[src/rtl/alu_datapath.sv]
// ---------------------------------------------------------------------------
// alu_datapath
//   Register datapath for a micro-sequenced ALU. An external sequencer drives
//   one control word per clock. The word selects an init operation (load
//   operands for add/sub, Booth multiply or non-restoring divide) and the
//   micro-steps that move the accumulator/quotient registers.
//
// Ports
//   clk        rising-edge clock
//   rst        asynchronous reset, active low
//   x, y       operands, sampled only on an init bit (c[0], c[1], c[2])
//   c[12:0]    control word from the sequencer
//   q_0        Q[0]                    (status, from register)
//   q_min1     Booth bit Qm1           (status, from register)
//   sign       accumulator sign A[MSB] (status, from register)
//   cnt7       iteration counter at its terminal value
//   outbus     registered result byte (A low byte on c[11], Q on c[12])
//   out_valid  one-cycle pulse after an outbus load
//   ovf        signed overflow of the last add/sub in ADDSUB mode
//   div_zero   divisor was zero at the last divide init
//
// The iteration counter is log2(WIDTH) bits wide; WIDTH is expected to be a
// power of two so that the terminal count lines up with WIDTH loop passes.
// ---------------------------------------------------------------------------
module alu_datapath #(
    parameter int WIDTH = 8
) (
    input  logic             clk,
    input  logic             rst,
    input  logic [WIDTH-1:0] x,
    input  logic [WIDTH-1:0] y,
    input  logic [12:0]      c,
    output logic             q_0,
    output logic             q_min1,
    output logic             sign,
    output logic             cnt7,
    output logic [WIDTH-1:0] outbus,
    output logic             out_valid,
    output logic             ovf,
    output logic             div_zero
);

    localparam int AW = WIDTH + 2;
    localparam int CW = (WIDTH > 2) ? $clog2(WIDTH) : 1;

    typedef enum logic [1:0] {
        OP_ADDSUB = 2'd0,
        OP_MUL    = 2'd1,
        OP_DIV    = 2'd2
    } op_e;

    logic [AW-1:0]    a_q, a_d;
    logic [WIDTH-1:0] q_q, q_d;
    logic [AW-1:0]    m_q, m_d;
    logic             qm1_q, qm1_d;
    logic [CW-1:0]    cnt_q, cnt_d;
    op_e              op_q, op_d;
    logic [WIDTH-1:0] outbus_q, outbus_d;
    logic             out_valid_q, out_valid_d;
    logic             ovf_q, ovf_d;
    logic             div_zero_q, div_zero_d;

    logic [AW-1:0] x_sext;
    logic [AW-1:0] y_sext;
    logic [AW-1:0] y_zext;

    assign x_sext = {{2{x[WIDTH-1]}}, x};
    assign y_sext = {{2{y[WIDTH-1]}}, y};
    assign y_zext = {2'b00, y};

    // Micro-steps inside one word are applied as a chain on the *_d copies:
    // shift, add/sub, quotient bit, right shift, correction. Each later step
    // therefore sees the result of the earlier ones, which lets the sequencer
    // issue a whole divide or Booth pass in a single cycle.
    always_comb begin
        a_d         = a_q;
        q_d         = q_q;
        m_d         = m_q;
        qm1_d       = qm1_q;
        cnt_d       = cnt_q;
        op_d        = op_q;
        outbus_d    = outbus_q;
        out_valid_d = 1'b0;
        ovf_d       = ovf_q;
        div_zero_d  = div_zero_q;

        if (c[0]) begin
            a_d        = x_sext;
            m_d        = y_sext;
            q_d        = '0;
            qm1_d      = 1'b0;
            cnt_d      = '0;
            op_d       = OP_ADDSUB;
            ovf_d      = 1'b0;
            div_zero_d = 1'b0;
        end else if (c[1]) begin
            a_d        = '0;
            q_d        = x;
            m_d        = y_sext;
            qm1_d      = 1'b0;
            cnt_d      = '0;
            op_d       = OP_MUL;
            div_zero_d = 1'b0;
        end else if (c[2]) begin
            a_d        = '0;
            q_d        = x;
            m_d        = y_zext;
            qm1_d      = 1'b0;
            cnt_d      = '0;
            op_d       = OP_DIV;
            div_zero_d = (y == '0);
        end else begin
            if (c[3] && (op_q == OP_DIV)) begin
                {a_d, q_d} = {a_d[AW-2:0], q_d, 1'b0};
            end
            if (c[4]) begin
                a_d = c[5] ? (a_d - m_q) : (a_d + m_q);
                // Overflow of the WIDTH-bit signed result: the guard bit
                // above the byte disagrees with the byte's own sign bit.
                if (op_q == OP_ADDSUB) begin
                    ovf_d = (a_d[WIDTH] != a_d[WIDTH-1]);
                end
            end
            if (c[6]) begin
                q_d[0] = ~a_d[AW-1];
            end
            if (c[7]) begin
                {a_d, q_d, qm1_d} = {a_d[AW-1], a_d, q_d};
            end
            if (c[8] || c[9]) begin
                cnt_d = cnt_q + 1'b1;
            end
            if (c[10]) begin
                a_d = a_d + m_q;
            end
            // Output loads take the register contents present before this
            // edge; c[12] wins if both are set.
            if (c[11]) begin
                outbus_d    = a_q[WIDTH-1:0];
                out_valid_d = 1'b1;
            end
            if (c[12]) begin
                outbus_d    = q_q;
                out_valid_d = 1'b1;
            end
        end
    end

    always_ff @(posedge clk or negedge rst) begin
        if (!rst) begin
            a_q         <= '0;
            q_q         <= '0;
            m_q         <= '0;
            qm1_q       <= 1'b0;
            cnt_q       <= '0;
            op_q        <= OP_ADDSUB;
            outbus_q    <= '0;
            out_valid_q <= 1'b0;
            ovf_q       <= 1'b0;
            div_zero_q  <= 1'b0;
        end else begin
            a_q         <= a_d;
            q_q         <= q_d;
            m_q         <= m_d;
            qm1_q       <= qm1_d;
            cnt_q       <= cnt_d;
            op_q        <= op_d;
            outbus_q    <= outbus_d;
            out_valid_q <= out_valid_d;
            ovf_q       <= ovf_d;
            div_zero_q  <= div_zero_d;
        end
    end

    assign q_0       = q_q[0];
    assign q_min1    = qm1_q;
    assign sign      = a_q[AW-1];
    assign cnt7      = &cnt_q;
    assign outbus    = outbus_q;
    assign out_valid = out_valid_q;
    assign ovf       = ovf_q;
    assign div_zero  = div_zero_q;

endmodule

[config.mk]
export PLATFORM = sky130hd
export DESIGN_NAME = alu_datapath
export DESIGN_NICKNAME = d
export VERILOG_FILES = /design/src/rtl/alu_datapath.sv
export SDC_FILE = /design/constraint.sdc
export NUM_CORES = 1
export LEC_CHECK = 0
export BUFFER_PORTS_ARGS = -buffer_cell sky130_fd_sc_hd__buf_4
export CAP_MARGIN = 20
export CORE_AREA = 2 2 81 83
export CTS_BUF_LIST = sky130_fd_sc_hd__clkbuf_8
export CTS_CLUSTER_SIZE = 14
export DETAILED_ROUTE_END_ITERATION = 8
export DIE_AREA = 0 0 83 85
export GPL_TIMING_DRIVEN = 0
export PLACE_DENSITY = 0.82
export SETUP_SLACK_MARGIN = 0.15
export SLEW_MARGIN = 20
export SYNTH_ARGS = -nofsm -noshare
export SYNTH_HDL_FRONTEND = slang
export SYNTH_SLANG_ARGS = --single-unit
export TNS_END_PERCENT = 10
[constraint.sdc]
create_clock -name clk -period 5.3 [get_ports clk]
set_input_delay 0 -clock clk [delete_from_list [all_inputs] [get_ports clk]]
set_output_delay 0 -clock clk [all_outputs]
set_load 0.01 [all_outputs]
Word level (Yosys, flattened, before mapping)

Index checks and enable logic that the tools add are counted.

Flip-flop bits (word level): 45
Latch bits: 0
Bits in writable memories: 0
ROM bits: 0
Output and inout bits: 15
Word-level logic and storage cells: 87
Memories: 0

Add/subtract/negate cells: 4
Multipliers: 0
Div/mod/pow operators: 0
$lt $le $gt $ge: 0
Equality and inequality tests: 4
Shift-type cells: 0
Multiplexer cells: 52
Bitwise gates (word level): 4
Reduce and logical (&&, ||, !) cells: 13

Operators with widths:

| operator              | count |
|---|---|
| $mux W10              | 19 |
| $mux W8               | 7 |
| $add A10 B10 Y10      | 2 |
| $mux W1               | 18 |
| $mux W3               | 4 |
| $sub A10 B10 Y10      | 1 |
| $mux W9               | 1 |
| $logic_not A8 Y1      | 1 |
| $reduce_and A4 Y1     | 2 |
| $reduce_bool A4 Y1    | 2 |
| $mux W2               | 3 |
| $reduce_bool A2 Y1    | 3 |
| $ne A2 B2 Y1 const B  | 2 |
| $not A1 Y1            | 4 |
| $add A3 B1 Y3 const B | 1 |
| $reduce_and A3 Y1     | 1 |
| $reduce_bool A3 Y1    | 1 |
| $eq A2 B2 Y1 const B  | 1 |
| $logic_not A2 Y1      | 1 |
| $logic_and A1 B1 Y1   | 1 |
| $logic_or A1 B1 Y1    | 1 |
| $ne A1 B1 Y1          | 1 |

Depth between registers and ports, before layout

Gate-level depths: netlist of run 1.

Word-level depth: 21
Depth in mapped cells: 19
Gate-level depth less buffers: 19

Least setup slack after synthesis of run 1

Ideal clock, no wire load.

Path kind: reg-to-reg
Start point: register op_q[0]
End point: register a_q[9]
Setup time: 0.132 ns
Arrival: 3.882 ns
Data required time: 5.168 ns
Setup slack: 1.287 ns
Cell stages (with the launch flop): 20
Buffers on the path: 1
Period minus slack after synthesis: 4.013 ns
Cell sequence: dfrtp_1 > nand3b_4 > buf_8 > mux2i_1 > ha_1 > inv_1 > fa_1 > nand3_1 > nand2_1 > a31oi_1 > xor2_1 > mux4_2 > inv_1 > ha_1 > o21ai_0 > a32oi_1 > a31oi_1 > mux2i_1 > nor4_1 > or3b_1

Cells in the longest elaborated chain, start to end: 21
Elaborated cells between the ends (all ways): 22
Those cells by class: add/sub (3); eq/ne (1); mux (17); reduce/logical (1)

RTL lines:

| element                                                     | RTL line | source |
|---|---|---|
| from (decl)                                                 | 57       | `op_e op_q, op_d;` |
| from (signal assigned)                                      | 167      | `op_q <= op_d;` |
| $eq A2 B2 Y1 (*)                                            | 113      | `if (c[3] && (op_q == OP_DIV)) begin` |
| $logic_and A1 B1 Y1 (*)                                     | 113      |  |
| $mux W10 (*)                                                | 113      |  |
| $mux W10 (*)                                                | 104      | `end else if (c[2]) begin` |
| $mux W10 (*)                                                | 96       | `end else if (c[1]) begin` |
| $mux W10 (*)                                                | 87       | `if (c[0]) begin` |
| $add A10 B10 Y10 / $sub A10 B10 Y10 (equally long branches) | 117      | `a_d = c[5] ? (a_d - m_q) : (a_d + m_q);` |
| $mux W10                                                    | 117      |  |
| (+6 left out)                                               | -        |  |
| $mux W10 (*)                                                | 96       |  |
| $mux W10 (*)                                                | 87       |  |
| $add A10 B10 Y10                                            | 134      | `a_d = a_d + m_q;` |
| $mux W10 (*)                                                | 133      | `if (c[10]) begin` |
| $mux W10 (*)                                                | 104      |  |
| $mux W10 (*)                                                | 96       |  |
| $mux W10 (*)                                                | 87       |  |
| via a_d[9]                                                  | 52       | `logic [AW-1:0] a_q, a_d;` |
| to (signal assigned)                                        | 151      | `a_q <= '0;` |
| to (signal assigned)                                        | 162      | `a_q <= a_d;` |
| to (decl)                                                   | 52       |  |

Mark *: on every way through the listed nets, which the timed path passes. The rest lies on a longest branch. The select of a mux whose other input is x is not followed.
A chain may end at the register's enable or synchronous reset.

Worst setup path after layout of run 1

Start point: register op_q[1]
End point: register a_q[9]

The elaborated chain is that of the path after synthesis.

==> results of run 1 <==
[tightest hold or removal path: cells and delay by family]
| kind | cells | cell delay (ns) |
|---|---|---|
| AO/OA/AOI/OAI | 1 | 0.05 |
| buffers and inverters | 1 | 0.09 |
| AND/OR/NAND/NOR | 2 | 0.12 |
[stage by stage]
stage	hold WS, ns	std cells	power (mW)	util (%)
2_1_floorplan	-0.296	417	0.819	-
3_3_place_gp	0.0249	534	0.954	65.3
3_5_place_dp	0.0304	534	0.975	65.3
4_1_cts	0.00418	561	1.24	70.1
5_1_grt	0.0338	561	1.32	70.1
6_report	0.00553	561	1.25	70.1
[layout by cell type, fill, tap and decap left out, types with 4 or more instances in the layout]
| master | count |
|---|---|
| nand2_1 | 62 |
| buf_2 | 4 |
| nand3_1 | 4 |
| nor3_1 | 13 |
| nor2_1 | 29 |
| clkbuf_1 | 13 |
| and2_1 | 4 |
| xor2_1 | 6 |
| o21ai_0 | 24 |
| nor4_1 | 4 |
| dlygate4sd3_1 | 19 |
| a21o_1 | 15 |
| a21oi_1 | 30 |
| a22o_1 | 4 |
| buf_4 | 40 |
| xnor2_1 | 14 |
| inv_1 | 22 |
| a31oi_1 | 4 |
| mux2i_1 | 19 |
| mux2_2 | 17 |
| ha_1 | 23 |
| dfrtp_1 | 44 |
| clkbuf_8 | 5 |
[logic make-up after synthesis]
kind of cell,synth area share [%]
simple gates,18.2
compound gates,20.4
flops,30.1
buf+inv,4.65
mux,12.9
fa+ha+maj,8.96
xor+xnor,4.79
[final cells by class]
class,instances,share of cell area (%)
clock inverter,3,0.891
multi-input combinational,332,54.8
sequential,44,25.3
tap,77,2.21
inverter,22,1.90
timing repair buffer,59,11.3
clock buffer,5,1.58
buffer,19,2.01
[per-layer routing]
layer,part of all wire [%],global-route usage (%)
met1,42,35.8
met3,6.4,4.86
met5,0,0
met2,49,48.6
met4,2.5,8.94
[registers in the layout, indices dropped and copies added (netlist names), 2 cells and up]
signal,cells
op_q,2
cnt_q,3
q_q,8
outbus,8
a_q,10
m_q,9
[report_power, final]
group	internal [mW]	leakage [nW]	switching [mW]
Sequential	0.366	0.566	0.0321
Combinational	0.268	1.51	0.330
Clock	0.138	0.0593	0.116
[worst min-delay path by stage]
stage | depth (start not counted) | from | endpoint
floorplan | 0 | rst | a_q[0]$_DFF_PN0_
global placement | 1 | rst | a_q[9]$_DFF_PN0_
detailed placement | 1 | rst | a_q[8]$_DFF_PN0_
CTS | 4 | c[9] | cnt_q[1]$_DFFE_PN0P_
global route | 4 | c[9] | cnt_q[1]$_DFFE_PN0P_
finish | 4 | c[9] | cnt_q[1]$_DFFE_PN0P_
==> results by group, run 1 <==
Status
  – Status: finished, final reports clean

Route
  – Wire per inst: 17.2 um
  – Total routed wirelength: 9680 um
  – Drt pass-1 iters: 5
  – Total number of vias: 3,391
  – Via/cell ratio: 6.04
  – DRC errors left: 0
  – Drt first-iter violations: 181
  – ANT nets after route: 0

Critical path
  – CP Capture Type: register
  – Crit path depth: 19
  – Worst path required time: 5.48 ns
  – FF-to-FF End: a_q[9]$_DFF_PN0_
  – Slowest CP cell: mux4_2
  – R2r worst-path depth: 19
  – Critical path type: reg -> reg
  – Startpoint Class: register
  – R2r setup slk: 0.42 ns
  – CP bufs+invs: 3
  – Critical Path, Cell by Cell: nand3b_4, buf_8, mux2i_1, ha_1, inv_1, fa_1, nand3_1, nand2_1, a31oi_1, xor2_1, mux4_2, inv_1, ha_1, o21ai_0, a32oi_1, a31oi_1, mux2i_1, nor4_1, or3b_1
  – Crit path DAT: 5.05 ns
  – Largest incremental delay on the critical path: 0.51 ns
  – Peak fanout along the critical path: 10
  – Crit path to: a_q[9]$_DFF_PN0_
  – Critical R2R Launch: op_q[1]$_DFFE_PN0P_
  – Delay-heaviest family, CP: multiplexers
  – CP startpoint: op_q[1]$_DFFE_PN0P_

Yosys
  – Ys Warns: 0
  – Sequential cell area fraction in the yosys report: 30.1%
  – Syn avg cell area: 8.77 um^2
  – EDFF count, synth: 0
  – Yosys reg bits: 44
  – Synth Flop Type: dfrtp_1
  – Post-Synthesis Cell Area: 3660 um^2
  – Post-synthesis cell type count: 67
  – Synth async-reset ratio: 100%
  – Post-synthesis net count: 473
  – Top post-synthesis cells by area: dfrtp_1 30%, ha_1 7.9%, nand2_1 6.4%
  – List of most frequent post-synthesis cells: 62 x nand2_1, 44 x dfrtp_1, 30 x a21oi_1
  – Yosys top cell by area: dfrtp_1
  – Count leader, synth: nand2_1
  – Syn Inst Count: 417
  – Share of the synthesized area in the top cell type: 30.1%

Clocking
  – Clock tree buffer depth: 2
  – Post-CTS Setup Inserts: 0
  – H-tree Lvls: 2
  – Clk sinks: 44
  – Post-cts resize count: 0
  – Inserted Clock Buffers: 5
  – Hold buffers post-CTS: 19
  – TritonCTS clock tree: built
  – CTS root buf: clkbuf_8
  – Worst-Skew Late Latency: 0.30 ns
  – Clock-pin slew on the worst setup and hold paths: 0.09 ns

Timing
  – Setup WS post-layout: 0.424 ns
  – Clock skew: 0.00720 ns
  – F_max: 205 MHz
  – Period utilization: 92.0%
  – Final worst path period need: 4.88 ns
  – Rel. slew slack: 60.2%
  – Fin. Hold Viols: 0
  – Max-slew violations: 0
  – Final setup violation count: 0
  – Worst slew pin tran: 0.597 ns
  – RSZ-0062 raised after global routing: no
  – Total Neg Setup Slack: 0 ns

Die
  – Die area: 7060 um^2
  – Chip height: 85 um
  – Core area: 6200 um^2
  – Total I/O pin count: 46
  – Rows: 29
  – Starting Density: 58.9%
  – Die width: 83 um

Finish
  – Nets@finish: 539
  – Synth-to-Final Area Change: 19.0%
  – Post-route cell area: 4350 um^2
  – FF/Latch Area: 1100 um^2
  – FILL cells: 496
  – Share of layout cells above drive strength 1: 18.4%
  – Footprint of the multi-input gates: 2390 um^2
  – N_diodes: 0

Placed design
  – Final RePlAce weighted congestion: 0.924
  – DP HPWL: 7320 um
  – Dpl ws: 0.600 ns
  – Placed inst area: 4050 um^2
  – Port Buffers: 40

Min path
  – Hold WC Path Type: in -> reg

Global routing
  – Grt ovf: 0
  – Largest net degree at the start of global routing: 45
  – First-pass GRT wire length: 16,000 um
  – Vias in the first global route: 3,368
  – Initial antenna violation count: 0
  – GRT Overall Usage: 28.0%

Pwr
  – P per Cell Area: 287 nW/um^2
  – Pleak: 2.14 nW
  – VDD IR max: 177 uV

Run
  – Max Cap Viol: 0
No activity file was read; power rests on OpenSTA's default activity.
==> inputs of run 2 (changes only) <==
--- a/config.mk
+++ b/config.mk
@@ -7,12 +7,13 @@
 export LEC_CHECK = 0
 export BUFFER_PORTS_ARGS = -buffer_cell sky130_fd_sc_hd__buf_4
 export CAP_MARGIN = 20
-export CORE_AREA = 2 2 81 83
+export CORE_AREA = 5 5 84 86
 export CTS_BUF_LIST = sky130_fd_sc_hd__clkbuf_8
 export CTS_CLUSTER_SIZE = 14
 export DETAILED_ROUTE_END_ITERATION = 8
-export DIE_AREA = 0 0 83 85
+export DIE_AREA = 0 0 89 91
 export GPL_TIMING_DRIVEN = 0
+export MAX_ROUTING_LAYER = met4
 export PLACE_DENSITY = 0.82
 export SETUP_SLACK_MARGIN = 0.15
 export SLEW_MARGIN = 20
==> constraint.sdc (replaced) <==
create_clock -name clk -period 5.3 [get_ports clk]
set_input_delay 0 -clock clk [delete_from_list [all_inputs] [get_ports clk]]
set_output_delay 0 -clock clk [all_outputs]
set_load 0.1 [all_outputs]
==> run 2 against run 1 <==
Compared with the run above:
- final area down 0.23%
- clock-buffer cell count unchanged
- fmax up 2.4%
- total power up 7.8%
- clock power about the same
- die area up 15%
- critical endpoint unchanged
- sequential cell count unchanged
==> results by group, run 2 (synthesis gave the netlist of run 1 again) <==
Global routing
  – Grt ovf: 0 (unchanged)
  – Vias in the first global route: 3,385 (was 3,368)
  – Initial antenna violation count: 0 (unchanged)
  – Largest net degree at the start of global routing: 45 (unchanged)
  – First-pass GRT wire length: 16,000 um (about the same)
  – GRT Overall Usage: 25.5% (was 28.0%)

Timing
  – Final setup violation count: 0 (unchanged)
  – Worst slew pin tran: 0.613 ns (was 0.597 ns)
  – Rel. slew slack: 59.2% (was 60.2%)
  – Fin. Hold Viols: 0 (unchanged)
  – Total Neg Setup Slack: 0 ns (unchanged)
  – Final worst path period need: 4.76 ns (was 4.88 ns)
  – Clock skew: 0.00714 ns (was 0.00720 ns)
  – RSZ-0062 raised after global routing: no (unchanged)
  – Fin Hold WS: 0.000115 ns (was 0.00553 ns)
  – Period utilization: 89.8% (was 92.0%)
  – Max-slew violations: 0 (unchanged)
  – F_max: 210 MHz (was 205 MHz)

Finish
  – Nets@finish: 538 (was 539)
  – Top Registers: a_q x10, m_q x9 (unchanged)
  – Synth-to-Final Area Change: 18.7% (was 19.0%)
  – Commonest non-fill, non-tap cell in the layout: nand2_1 (unchanged)
  – Final non-filler cell total: 560 (was 561)
  – N_diodes: 0 (unchanged)
  – Share of layout cells above drive strength 1: 18.4% (about the same)
  – Largest register FFs: 10 (unchanged)
  – Register name with the most flops: a_q (unchanged)
  – Most frequent cells in the layout: 62 x nand2_1, 44 x dfrtp_1, 40 x buf_4, 30 x a21oi_1, 29 x nor2_1 (unchanged)

Clocking
  – TritonCTS clock tree: built (unchanged)
  – Clk sinks: 44 (unchanged)
  – Inserted Clock Buffers: 5 (unchanged)
  – Clock-pin slew on the worst setup and hold paths: 0.09 ns (about the same)
  – Clock tree buffer depth: 2 (unchanged)
  – H-tree Lvls: 2 (unchanged)
  – Post-CTS Setup Inserts: 0 (unchanged)
  – Worst-Skew Late Latency: 0.30 ns (about the same)
  – CTS root buf: clkbuf_8 (unchanged)

Pwr
  – P per Cell Area: 311 nW/um^2 (was 287 nW/um^2)
  – Pleak: 2.13 nW (was 2.14 nW)
  – VDD IR max: 223 uV (was 177 uV)
  – Tot Pwr: 1.35 mW (was 1.25 mW)

Min path
  – Hold depth: 3 (was 4)
  – Hold WC Path Type: in -> reg (unchanged)
  – Min-delay src: x[7] (was c[9])
  – Hold endpoint: q_q[7]$_DFF_PN0_ (was cnt_q[1]$_DFFE_PN0P_)

Die
  – Die width: 89 um (was 83 um)
  – Rows: 29 (unchanged)
  – Core area: 6200 um^2 (unchanged)
  – Chip height: 91 um (was 85 um)
  – Die area: 8100 um^2 (was 7060 um^2)
  – Starting Density: 58.9% (unchanged)
  – Total I/O pin count: 46 (unchanged)

Route
  – Drt first-iter violations: 225 (was 181)
  – Total number of vias: 3,328 (was 3,391)
  – DRC errors left: 0 (unchanged)
  – Drt pass-1 iters: 4 (was 5)
  – Total routed wirelength: 9760 um (was 9680 um)
  – Via/cell ratio: 5.94 (was 6.04)
  – Wire per inst: 17.4 um (was 17.2 um)
  – ANT nets after route: 0 (unchanged)

Status
  – Status: finished, final reports clean (unchanged)

Critical path
  – Critical R2R Launch: op_q[1]$_DFFE_PN0P_ (unchanged)
  – Largest incremental delay on the critical path: 0.52 ns (was 0.51 ns)
  – Worst path required time: 5.48 ns (about the same)
  – Startpoint Class: register (unchanged)
  – FF-to-FF End: a_q[9]$_DFF_PN0_ (unchanged)
  – CP Capture Type: register (unchanged)
  – Critical path type: reg -> reg (unchanged)
  – R2r worst-path depth: 19 (unchanged)
  – Slowest CP cell: mux4_2 (unchanged)
  – Delay-heaviest family, CP: multiplexers (unchanged)
  – Critical Path, Cell by Cell: nand3b_4, buf_8, mux2i_1, ha_1, inv_1, fa_1, nand3_1, nand2_1, a31oi_1, xor2_1, mux4_2, inv_1, ha_1, o21ai_0, a32oi_1, a31oi_1, mux2i_1, nor4_1, or3b_1 (unchanged)
  – Peak fanout along the critical path: 10 (unchanged)
  – Crit path DAT: 4.94 ns (was 5.05 ns)
  – R2r setup slk: 0.54 ns (was 0.42 ns)
  – CP bufs+invs: 3 (unchanged)

Placed design
  – Port Buffers: 40 (unchanged)
  – # placed instances: 534 (unchanged)
  – DP HPWL: 7580 um (was 7320 um)
  – Final RePlAce weighted congestion: 0.939 (was 0.924)

Run
  – Max Cap Viol: 0 (unchanged)
[run 2: changes by cell type in the layout (fill, tap and decap cells not counted), sizes merged]
cell         delta
dlygate4sd3     -1
[run 2: power by group]
| part | total [mW] | internal [mW] | switching, mW |
|---|---|---|---|
| registers | 0.399 | 0.366 | 0.0322 |
| logic | 0.693 | 0.269 | 0.424 |
| clock network | 0.256 | 0.138 | 0.118 |
| total | 1.35 | 0.774 | 0.574 |
[run 2: repair_timing]
action,in CTS,in global routing
endpoints found under the hold margin,68,0
hold buffers,18,0
gates resized for setup,0,0
[run 2: how the worst max path moves through the flow]
stage | slack (ns) | from | endpoint | cells after the start
2_1_floorplan | 1.29 | op_q[0]$_DFFE_PN0P_ | a_q[9]$_DFF_PN0_ | 19
5_1_grt | 0.28 | op_q[1]$_DFFE_PN0P_ | a_q[9]$_DFF_PN0_ | 19
3_3_place_gp | 0.69 | op_q[1]$_DFFE_PN0P_ | a_q[9]$_DFF_PN0_ | 19
4_1_cts | 0.61 | op_q[1]$_DFFE_PN0P_ | a_q[9]$_DFF_PN0_ | 19
6_report | 0.54 | op_q[1]$_DFFE_PN0P_ | a_q[9]$_DFF_PN0_ | 19
3_5_place_dp | 0.64 | op_q[1]$_DFFE_PN0P_ | a_q[9]$_DFF_PN0_ | 19
[run 2: layout make-up]
class	instances	area [um^2]
multi-input cells	332	2390
fillers	501	1860
flip-flops and latches	44	1100
repair buffers	58	480
well taps	77	96.3
plain buffers	19	87.6
inverters	22	82.6
clock buffers	5	68.8
clock inverters	3	38.8
[run 2: metal layers]
metal	share of wire [%]	vias to the layer above	GRT usage, %
li1	-	1617	-
met1	43	1559	32.2
met2	47	120	40.2
met3	6.9	32	5.25
met4	3.1	0	9.43
met5	0	-	-
[run 2: tightest hold or removal path, delay by kind of cell]
family | cells | cell delay, ns
buffers and inverters | 1 | 0.12
and+or+nand+nor | 2 | 0.14
[run 2: metrics by stage]
| step | setup WS, ns | area (um^2) | util, % |
|---|---|---|---|
| 2_1_floorplan | 1.29 | 3660 | - |
| 3_3_place_gp | 0.689 | 4050 | 65.3 |
| 3_5_place_dp | 0.641 | 4050 | 65.3 |
| 4_1_cts | 0.612 | 4340 | 70.0 |
| 5_1_grt | 0.278 | 4340 | 70.0 |
| 6_report | 0.538 | 4340 | 70.0 |
